**src/rtl/audio_psg_pkg.sv**
```systemverilog
// -----------------------------------------------------------------------------
// audio_psg_pkg
//   Shared definitions for the PSG voice sequencer: waveform codes, attribute
//   word field positions, default sizing, sequencer states and the noise LFSR.
//   No ports (package).
// -----------------------------------------------------------------------------
package audio_psg_pkg;

    localparam int unsigned NUM_VOICES_DEF = 16;
    localparam int unsigned PHASE_W_DEF    = 17;

    typedef enum logic [1:0] {
        WAVE_PULSE = 2'd0,
        WAVE_SAW   = 2'd1,
        WAVE_TRI   = 2'd2,
        WAVE_NOISE = 2'd3
    } wave_e;

    typedef enum logic [1:0] {
        ST_IDLE,
        ST_RUN,
        ST_DONE
    } seq_state_e;

    // Attribute word layout
    localparam int unsigned FREQ_LSB = 0;
    localparam int unsigned FREQ_MSB = 15;
    localparam int unsigned VOL_LSB  = 16;
    localparam int unsigned VOL_MSB  = 21;
    localparam int unsigned LEN_BIT  = 22;
    localparam int unsigned REN_BIT  = 23;
    localparam int unsigned PW_LSB   = 24;
    localparam int unsigned PW_MSB   = 29;
    localparam int unsigned WAVE_LSB = 30;
    localparam int unsigned WAVE_MSB = 31;

    // x^16 + x^15 + x^13 + x^4 + 1, Fibonacci form: taps on bits 15,14,12,3
    localparam logic [15:0] LFSR_SEED = 16'h0001;
    localparam logic [15:0] LFSR_TAPS = 16'hD008;

    function automatic logic [15:0] lfsr_step(input logic [15:0] cur);
        return {cur[14:0], ^(cur & LFSR_TAPS)};
    endfunction

endpackage

```
**src/rtl/audio_psg_wavegen.sv**
```systemverilog
// -----------------------------------------------------------------------------
// audio_psg_wavegen
//   Combinational waveform generator and volume scaler for one voice.
//   Ports:
//     phase_top  in  7   phase[PHASE_W-1 -: 7] (only the top bits shape the wave)
//     wave       in  2   waveform select (wave_e)
//     pw         in  6   pulse width threshold
//     noise      in  6   voice noise latch
//     vol        in  6   linear volume 0..63
//     contrib    out 12  signed contribution s*vol
// -----------------------------------------------------------------------------
module audio_psg_wavegen
    import audio_psg_pkg::*;
(
    input  logic [6:0]         phase_top,
    input  logic [1:0]         wave,
    input  logic [5:0]         pw,
    input  logic [5:0]         noise,
    input  logic [5:0]         vol,
    output logic signed [11:0] contrib
);

    logic [5:0]         u;
    logic [5:0]         s;
    logic signed [11:0] s_ext;
    logic signed [11:0] vol_ext;

    always_comb begin
        u = '0;
        case (wave_e'(wave))
            WAVE_PULSE: u = (phase_top[6:1] < pw) ? 6'd63 : 6'd0;
            WAVE_SAW:   u = phase_top[6:1];
            WAVE_TRI:   u = phase_top[6] ? ~phase_top[5:0] : phase_top[5:0];
            default:    u = noise;
        endcase
        // Offset-binary to two's complement: u - 32
        s       = {~u[5], u[4:0]};
        s_ext   = {{6{s[5]}}, s};
        vol_ext = {6'd0, vol};
        // |s*vol| <= 2016, so the 12-bit product never wraps
        contrib = s_ext * vol_ext;
    end

endmodule

```
**src/rtl/audio_psg_voice_seq.sv**
```systemverilog
// -----------------------------------------------------------------------------
// audio_psg_voice_seq
//   Per-sample sweep over all voices of the attribute RAM: reads one word per
//   voice, advances its phase, generates and scales its waveform and sums the
//   result into left/right mixes.
//   Ports:
//     clk, rst         clock, synchronous active-high reset
//     sample_tick_i    one-cycle strobe starting a sweep
//     attr_rd_en_o     attribute RAM read enable
//     attr_rd_addr_o   voice index being read
//     attr_rd_data_i   attribute word, valid the cycle after the address
//     left_o, right_o  signed mixes, updated with valid_o
//     valid_o          one-cycle pulse when the mixes update
//     busy_o           sweep in progress
//     overrun_o        sticky: tick seen while a sweep was running
// -----------------------------------------------------------------------------
module audio_psg_voice_seq
    import audio_psg_pkg::*;
#(
    parameter int unsigned NUM_VOICES = NUM_VOICES_DEF,
    parameter int unsigned PHASE_W    = PHASE_W_DEF
) (
    input  logic                          clk,
    input  logic                          rst,
    input  logic                          sample_tick_i,
    output logic                          attr_rd_en_o,
    output logic [$clog2(NUM_VOICES)-1:0] attr_rd_addr_o,
    input  logic [31:0]                   attr_rd_data_i,
    output logic signed [15:0]            left_o,
    output logic signed [15:0]            right_o,
    output logic                          valid_o,
    output logic                          busy_o,
    output logic                          overrun_o
);

    localparam int unsigned AW = $clog2(NUM_VOICES);

    seq_state_e         state;
    logic [PHASE_W-1:0] phase       [NUM_VOICES];
    logic [5:0]         noise_latch [NUM_VOICES];
    logic [15:0]        lfsr;
    logic               data_vld;
    logic [AW-1:0]      proc_idx;
    logic signed [15:0] acc_l;
    logic signed [15:0] acc_r;

    logic [15:0]        freq;
    logic [5:0]         vol;
    logic [5:0]         pw;
    logic [1:0]         wave;
    logic               en_l;
    logic               en_r;
    logic [PHASE_W-1:0] p_cur;
    logic [PHASE_W-1:0] p_new;
    logic signed [11:0] contrib;
    logic signed [15:0] contrib_ext;
    logic signed [15:0] acc_l_nxt;
    logic signed [15:0] acc_r_nxt;
    logic               last_voice;
    logic               noise_load;

    always_comb begin
        freq        = attr_rd_data_i[FREQ_MSB:FREQ_LSB];
        vol         = attr_rd_data_i[VOL_MSB:VOL_LSB];
        pw          = attr_rd_data_i[PW_MSB:PW_LSB];
        wave        = attr_rd_data_i[WAVE_MSB:WAVE_LSB];
        en_l        = attr_rd_data_i[LEN_BIT];
        en_r        = attr_rd_data_i[REN_BIT];
        p_cur       = phase[proc_idx];
        p_new       = p_cur + PHASE_W'(freq);
        contrib_ext = {{4{contrib[11]}}, contrib};
        acc_l_nxt   = acc_l + (en_l ? contrib_ext : 16'sd0);
        acc_r_nxt   = acc_r + (en_r ? contrib_ext : 16'sd0);
        last_voice  = (proc_idx == AW'(NUM_VOICES - 1));
        // Noise resamples whenever phase bit PHASE_W-7 toggles
        noise_load  = (p_new[PHASE_W-7] != p_cur[PHASE_W-7]);
    end

    audio_psg_wavegen u_wavegen (
        .phase_top (p_cur[PHASE_W-1 -: 7]),
        .wave      (wave),
        .pw        (pw),
        .noise     (noise_latch[proc_idx]),
        .vol       (vol),
        .contrib   (contrib)
    );

    always_ff @(posedge clk) begin
        if (rst) begin
            state          <= ST_IDLE;
            attr_rd_en_o   <= 1'b0;
            attr_rd_addr_o <= '0;
            left_o         <= '0;
            right_o        <= '0;
            valid_o        <= 1'b0;
            busy_o         <= 1'b0;
            overrun_o      <= 1'b0;
            lfsr           <= LFSR_SEED;
            data_vld       <= 1'b0;
            proc_idx       <= '0;
            acc_l          <= '0;
            acc_r          <= '0;
            for (int unsigned i = 0; i < NUM_VOICES; i++) begin
                phase[i]       <= '0;
                noise_latch[i] <= '0;
            end
        end else begin
            valid_o  <= 1'b0;
            // One-cycle pipeline matching the RAM read latency
            data_vld <= attr_rd_en_o;
            proc_idx <= attr_rd_addr_o;

            if (data_vld) begin
                phase[proc_idx] <= p_new;
                if (noise_load) begin
                    noise_latch[proc_idx] <= lfsr[5:0];
                end
                lfsr  <= lfsr_step(lfsr);
                acc_l <= acc_l_nxt;
                acc_r <= acc_r_nxt;
            end

            case (state)
                ST_IDLE, ST_DONE: begin
                    // DONE accepts a tick so sweeps can run back to back
                    if (sample_tick_i) begin
                        state          <= ST_RUN;
                        busy_o         <= 1'b1;
                        attr_rd_en_o   <= 1'b1;
                        attr_rd_addr_o <= '0;
                        acc_l          <= '0;
                        acc_r          <= '0;
                    end else begin
                        state  <= ST_IDLE;
                        busy_o <= 1'b0;
                    end
                end
                ST_RUN: begin
                    if (sample_tick_i) begin
                        overrun_o <= 1'b1;
                    end
                    if (attr_rd_en_o) begin
                        if (attr_rd_addr_o == AW'(NUM_VOICES - 1)) begin
                            attr_rd_en_o   <= 1'b0;
                            attr_rd_addr_o <= '0;
                        end else begin
                            attr_rd_addr_o <= attr_rd_addr_o + AW'(1);
                        end
                    end
                    if (data_vld && last_voice) begin
                        state   <= ST_DONE;
                        left_o  <= acc_l_nxt;
                        right_o <= acc_r_nxt;
                        valid_o <= 1'b1;
                    end
                end
                default: state <= ST_IDLE;
            endcase
        end
    end

endmodule

```
**config.mk**
```make
export PLATFORM = sky130hd
export DESIGN_NAME = audio_psg_voice_seq
export DESIGN_NICKNAME = d
export VERILOG_FILES = /design/src/rtl/audio_psg_pkg.sv /design/src/rtl/audio_psg_wavegen.sv /design/src/rtl/audio_psg_voice_seq.sv
export SDC_FILE = /design/constraint.sdc
export NUM_CORES = 1
export LEC_CHECK = 0
export CORE_MARGIN = 2
export CORE_UTILIZATION = 60
export DETAILED_ROUTE_END_ITERATION = 8
export PLACE_DENSITY_LB_ADDON = 0.15
export RECOVER_POWER = 50
export SYNTH_ARGS = -nofsm -noshare
export SYNTH_HDL_FRONTEND = slang
export SYNTH_SLANG_ARGS = --single-unit
```
**constraint.sdc**
```tcl
create_clock -name clk -period 10.6 [get_ports clk]
set_input_delay 1.06 -clock clk [delete_from_list [all_inputs] [get_ports clk]]
set_output_delay 1.06 -clock clk [all_outputs]
set_load 0.02 [all_outputs]
```
==> flow_summary_export.csv <==
group,metric,value,unit
placement,port_buffers,74,
route,drt-total-wl,57400,um
global_routing,grt_overflow_total,0,
route,vias_per_cell,6.19,
clocking,ctsResizeCount,0,
clocking,clock_path_buffers,3,
final_layout,finalInstanceArea,25700,um2
clocking,tritoncts,"built",
route,wl_per_cell,23.2,um
route,detailroute.via_count,15334,
setup_path,cp-start-kind,"register",
synthesis,synth_flop_cell,"edfxtp_1",
clocking,path_clk_slew,60,ps
global_routing,met2_usage,46.3,%
synthesis,synth_seq_area_share,56.1,%
synthesis,syn_area_per_cell,12.3,um2
final_layout,drive_gt1_share,12.1,%
synthesis,synth_cell_types,65,
run,max-cap-violations,12,
pwr,leakagePower,0.00959,uW
placement,placed_cell_area,24300,um2
synthesis,synthesis.area,23100,um2
pwr,ir_drop,0.152,mV
placement,dpl.hpwl,36000,um
floorplan,row_count,71,
setup_path,crit_arrival,10500,ps
timing,finalSetupViolCount,0,
synthesis,synth-seq-cells,463,
timing,final_hold_viol_count,0,
global_routing,grt_pass1_wl,88200,um
floorplan,core,37800,um2
floorplan,die_x,200,um
final_layout,diodes,0,
synthesis,yosys_warnings,0,
placement,place.gp.congestion,0.907,
timing,setup_tns,0,ps
pwr,p_per_area,175,nW/um2
status,violations,"capacitance limit, slew limit",
clocking,ctsHoldBuffers,0,
floorplan,io_pins,75,
pwr,power.total,4510,uW
synthesis,synthTopCellsByArea,"edfxtp_1, mux4_2, dfxtp_1",
setup_path,crit_required,11070,ps
timing,fin_crit_sh,94.7,%
timing,period_needed,10040,ps
timing,slew_headroom,-21.2,%
global_routing,grtUsageTotal,28.9,%
clocking,clk_latency,590,ps
final_layout,fin_util,68.2,%
global_routing,busiest_layer,"met2",
timing,skew,20.2,ps
setup_path,worst-path-max-fanout,40,
route,drc,0,
min_path,min_path_type,"reg -> reg",
timing,tightest_slew,1820,ps
min_path,min_path_cells,2,
route,drtPass1Iterations,5,
setup_path,reg2reg_depth,33,
route,drt_iter0_markers,1500,
synthesis,synth_top_area_share,47.8,%
timing,drv_slew,272,
final_layout,nets,2065,
setup_path,critPathKind,"reg -> reg",
synthesis,syn-num-nets,2019,
route,antenna_left,0,
timing,holdWs,450,ps
clocking,cts_buffers,47,
floorplan,dieArea,40100,um2
synthesis,synthCells,1884,
floorplan,die_h,200,um
synthesis,async_flop_share,0,%
setup_path,crit_slowest_cell,"dfxtp_4",
global_routing,grt_use_met1,40.6,%
setup_path,crit_top_cell,"fa_1",
synthesis,yosysTopAreaCell,"edfxtp_1",
timing,clock.fmax,99.6,MHz
synthesis,synth_edf_count,368,
global_routing,met3_usage,5.79,%
clocking,h-tree-depth,2,
setup_path,cpPeakStageDelay,850,ps
timing,rsz0062_at_grt,"no",
global_routing,grt_pass1_vias,15172,
global_routing,antenna_found_initial,1,
final_layout,syn_to_final_growth,11.4,%
clocking,cts_num_sinks,463,
setup_path,endpoint_kind,"register",
floorplan,start_util,61.2,%
global_routing,grt_max_degree,101,
final_layout,fillers,2749,
clocking,root_buffer,"clkbuf_16",
clocking,postCtsSetupBuffers,0,
status,status,"finished, violations left",
cell usage in the layout, fill, tap and decap left out, types with 17 or more instances in the layout:
master / instances
o21ai_0: 23
mux2i_1: 47
and2_1: 38
a21oi_1: 76
mux4_2: 105
ha_1: 80
a21o_1: 17
buf_4: 24
xnor2_1: 36
nand3_1: 25
clkbuf_16: 49
fa_1: 20
dlygate4sd3_1: 41
inv_1: 42
a31o_2: 19
dfxtp_1: 93
clkbuf_1: 36
nor2_1: 463
edfxtp_1: 368
nor3_1: 19
clkdlybuf4s50_1: 32
nand2b_1: 29
nand2_1: 107
xor2_1: 19
layer usage:
layer | part of all wire [%] | vias to the layer above
met3 | 9.3 | 90
met4 | 2.4 | 2
li1 | - | 6878
met2 | 48 | 727
met5 | 0.028 | -
met1 | 41 | 7637
kinds of logic after synthesis:
kind of cell | synth area share [%]
AOI/OAI and AO/OA | 5.74
buffers and inverters | 3.00
and+or+nand+nor | 13.7
muxes | 13.1
DFF | 56.1
xor gates and xnor gates | 2.32
adders and majority gates | 6.07
power breakdown:
part           switching (uW)  internal [uW]  total (uW)
clock                     686            964        1650
sequential               21.8           2010        2040
combinational             503            318         821
total                    1210           3300        4510
cell type report:
| class | instances | area, um2 | share of cell area (%) |
|---|---|---|---|
| Sequential cell | 463 | 13000 | 50.4 |
| Multi-Input combinational cell | 1255 | 9460 | 36.7 |
| Clock buffer | 65 | 1320 | 5.12 |
| Timing Repair Buffer | 120 | 997 | 3.88 |
| Tap cell | 511 | 639 | 2.48 |
| Clock inverter | 20 | 201 | 0.783 |
| Inverter | 43 | 161 | 0.627 |
final timing paths:
check	from	slack (ps)	end
worst max-delay path	proc_idx[0]	560	right_o[15]
worst min-delay path	left_o[2]	450	left_o[2]
worst max register to register	proc_idx[0]	560	right_o[15]
worst min register to register	left_o[2]	450	left_o[2]
critical path: cells and delay by family, from the launching register on:
kind                     cells  cell delay (ps)
AO/OA/AOI/OAI               12             3260
XOR/XNOR                     2              290
buffers and inverters        3              160
multiplexers                 2             1150
AND/OR/NAND/NOR              7             1350
adder cells (fa/ha/maj)      7             2850
flip-flops                   1              850
registers in the layout (all words and copies together) (netlist names), 2 cells and up:
name,count
right_o,16
state,2
attr_rd_addr_o,4
left_o,16
phase,272
acc_r,16
noise_latch,96
proc_idx,4
acc_l,16
lfsr,16
synth_stat cells (3+ instances only):
master    number
a21o_1        17
a21boi_0       5
o22a_1         5
clkbuf_1      80
nand2b_1      29
nor3_1        19
inv_1         42
a21oi_1       76
nor3b_1        3
a211oi_1      11
or3_1          7
xor2_1        19
o21ai_0       23
a31oi_1        6
ha_1          80
nor2_1       463
mux2i_1       47
dfxtp_1       95
edfxtp_1     368
buf_4          7
a31o_2        19
mux2_2         3
o211a_1        4
nand4_1        4
nand3_1       25
o211ai_1       5
and2_1        39
o21a_1         3
o21bai_1       4
or2_2          8
fa_1          20
mux4_1         6
buf_1         12
nand3b_1       6
and3_1         7
nand2_1      107
mux4_2       105
xnor2_1       36
nor2b_1       14
buf_2         22
through the flow:
step / cells / setup WS [ps]
after floorplan: 1884 / 1380
after global placement: 2392 / 890
after detailed placement: 2392 / 628
after CTS: 2477 / 578
after global routing: 2477 / 12.6
final: 2477 / 564
No activity file was read; power rests on OpenSTA's default activity.
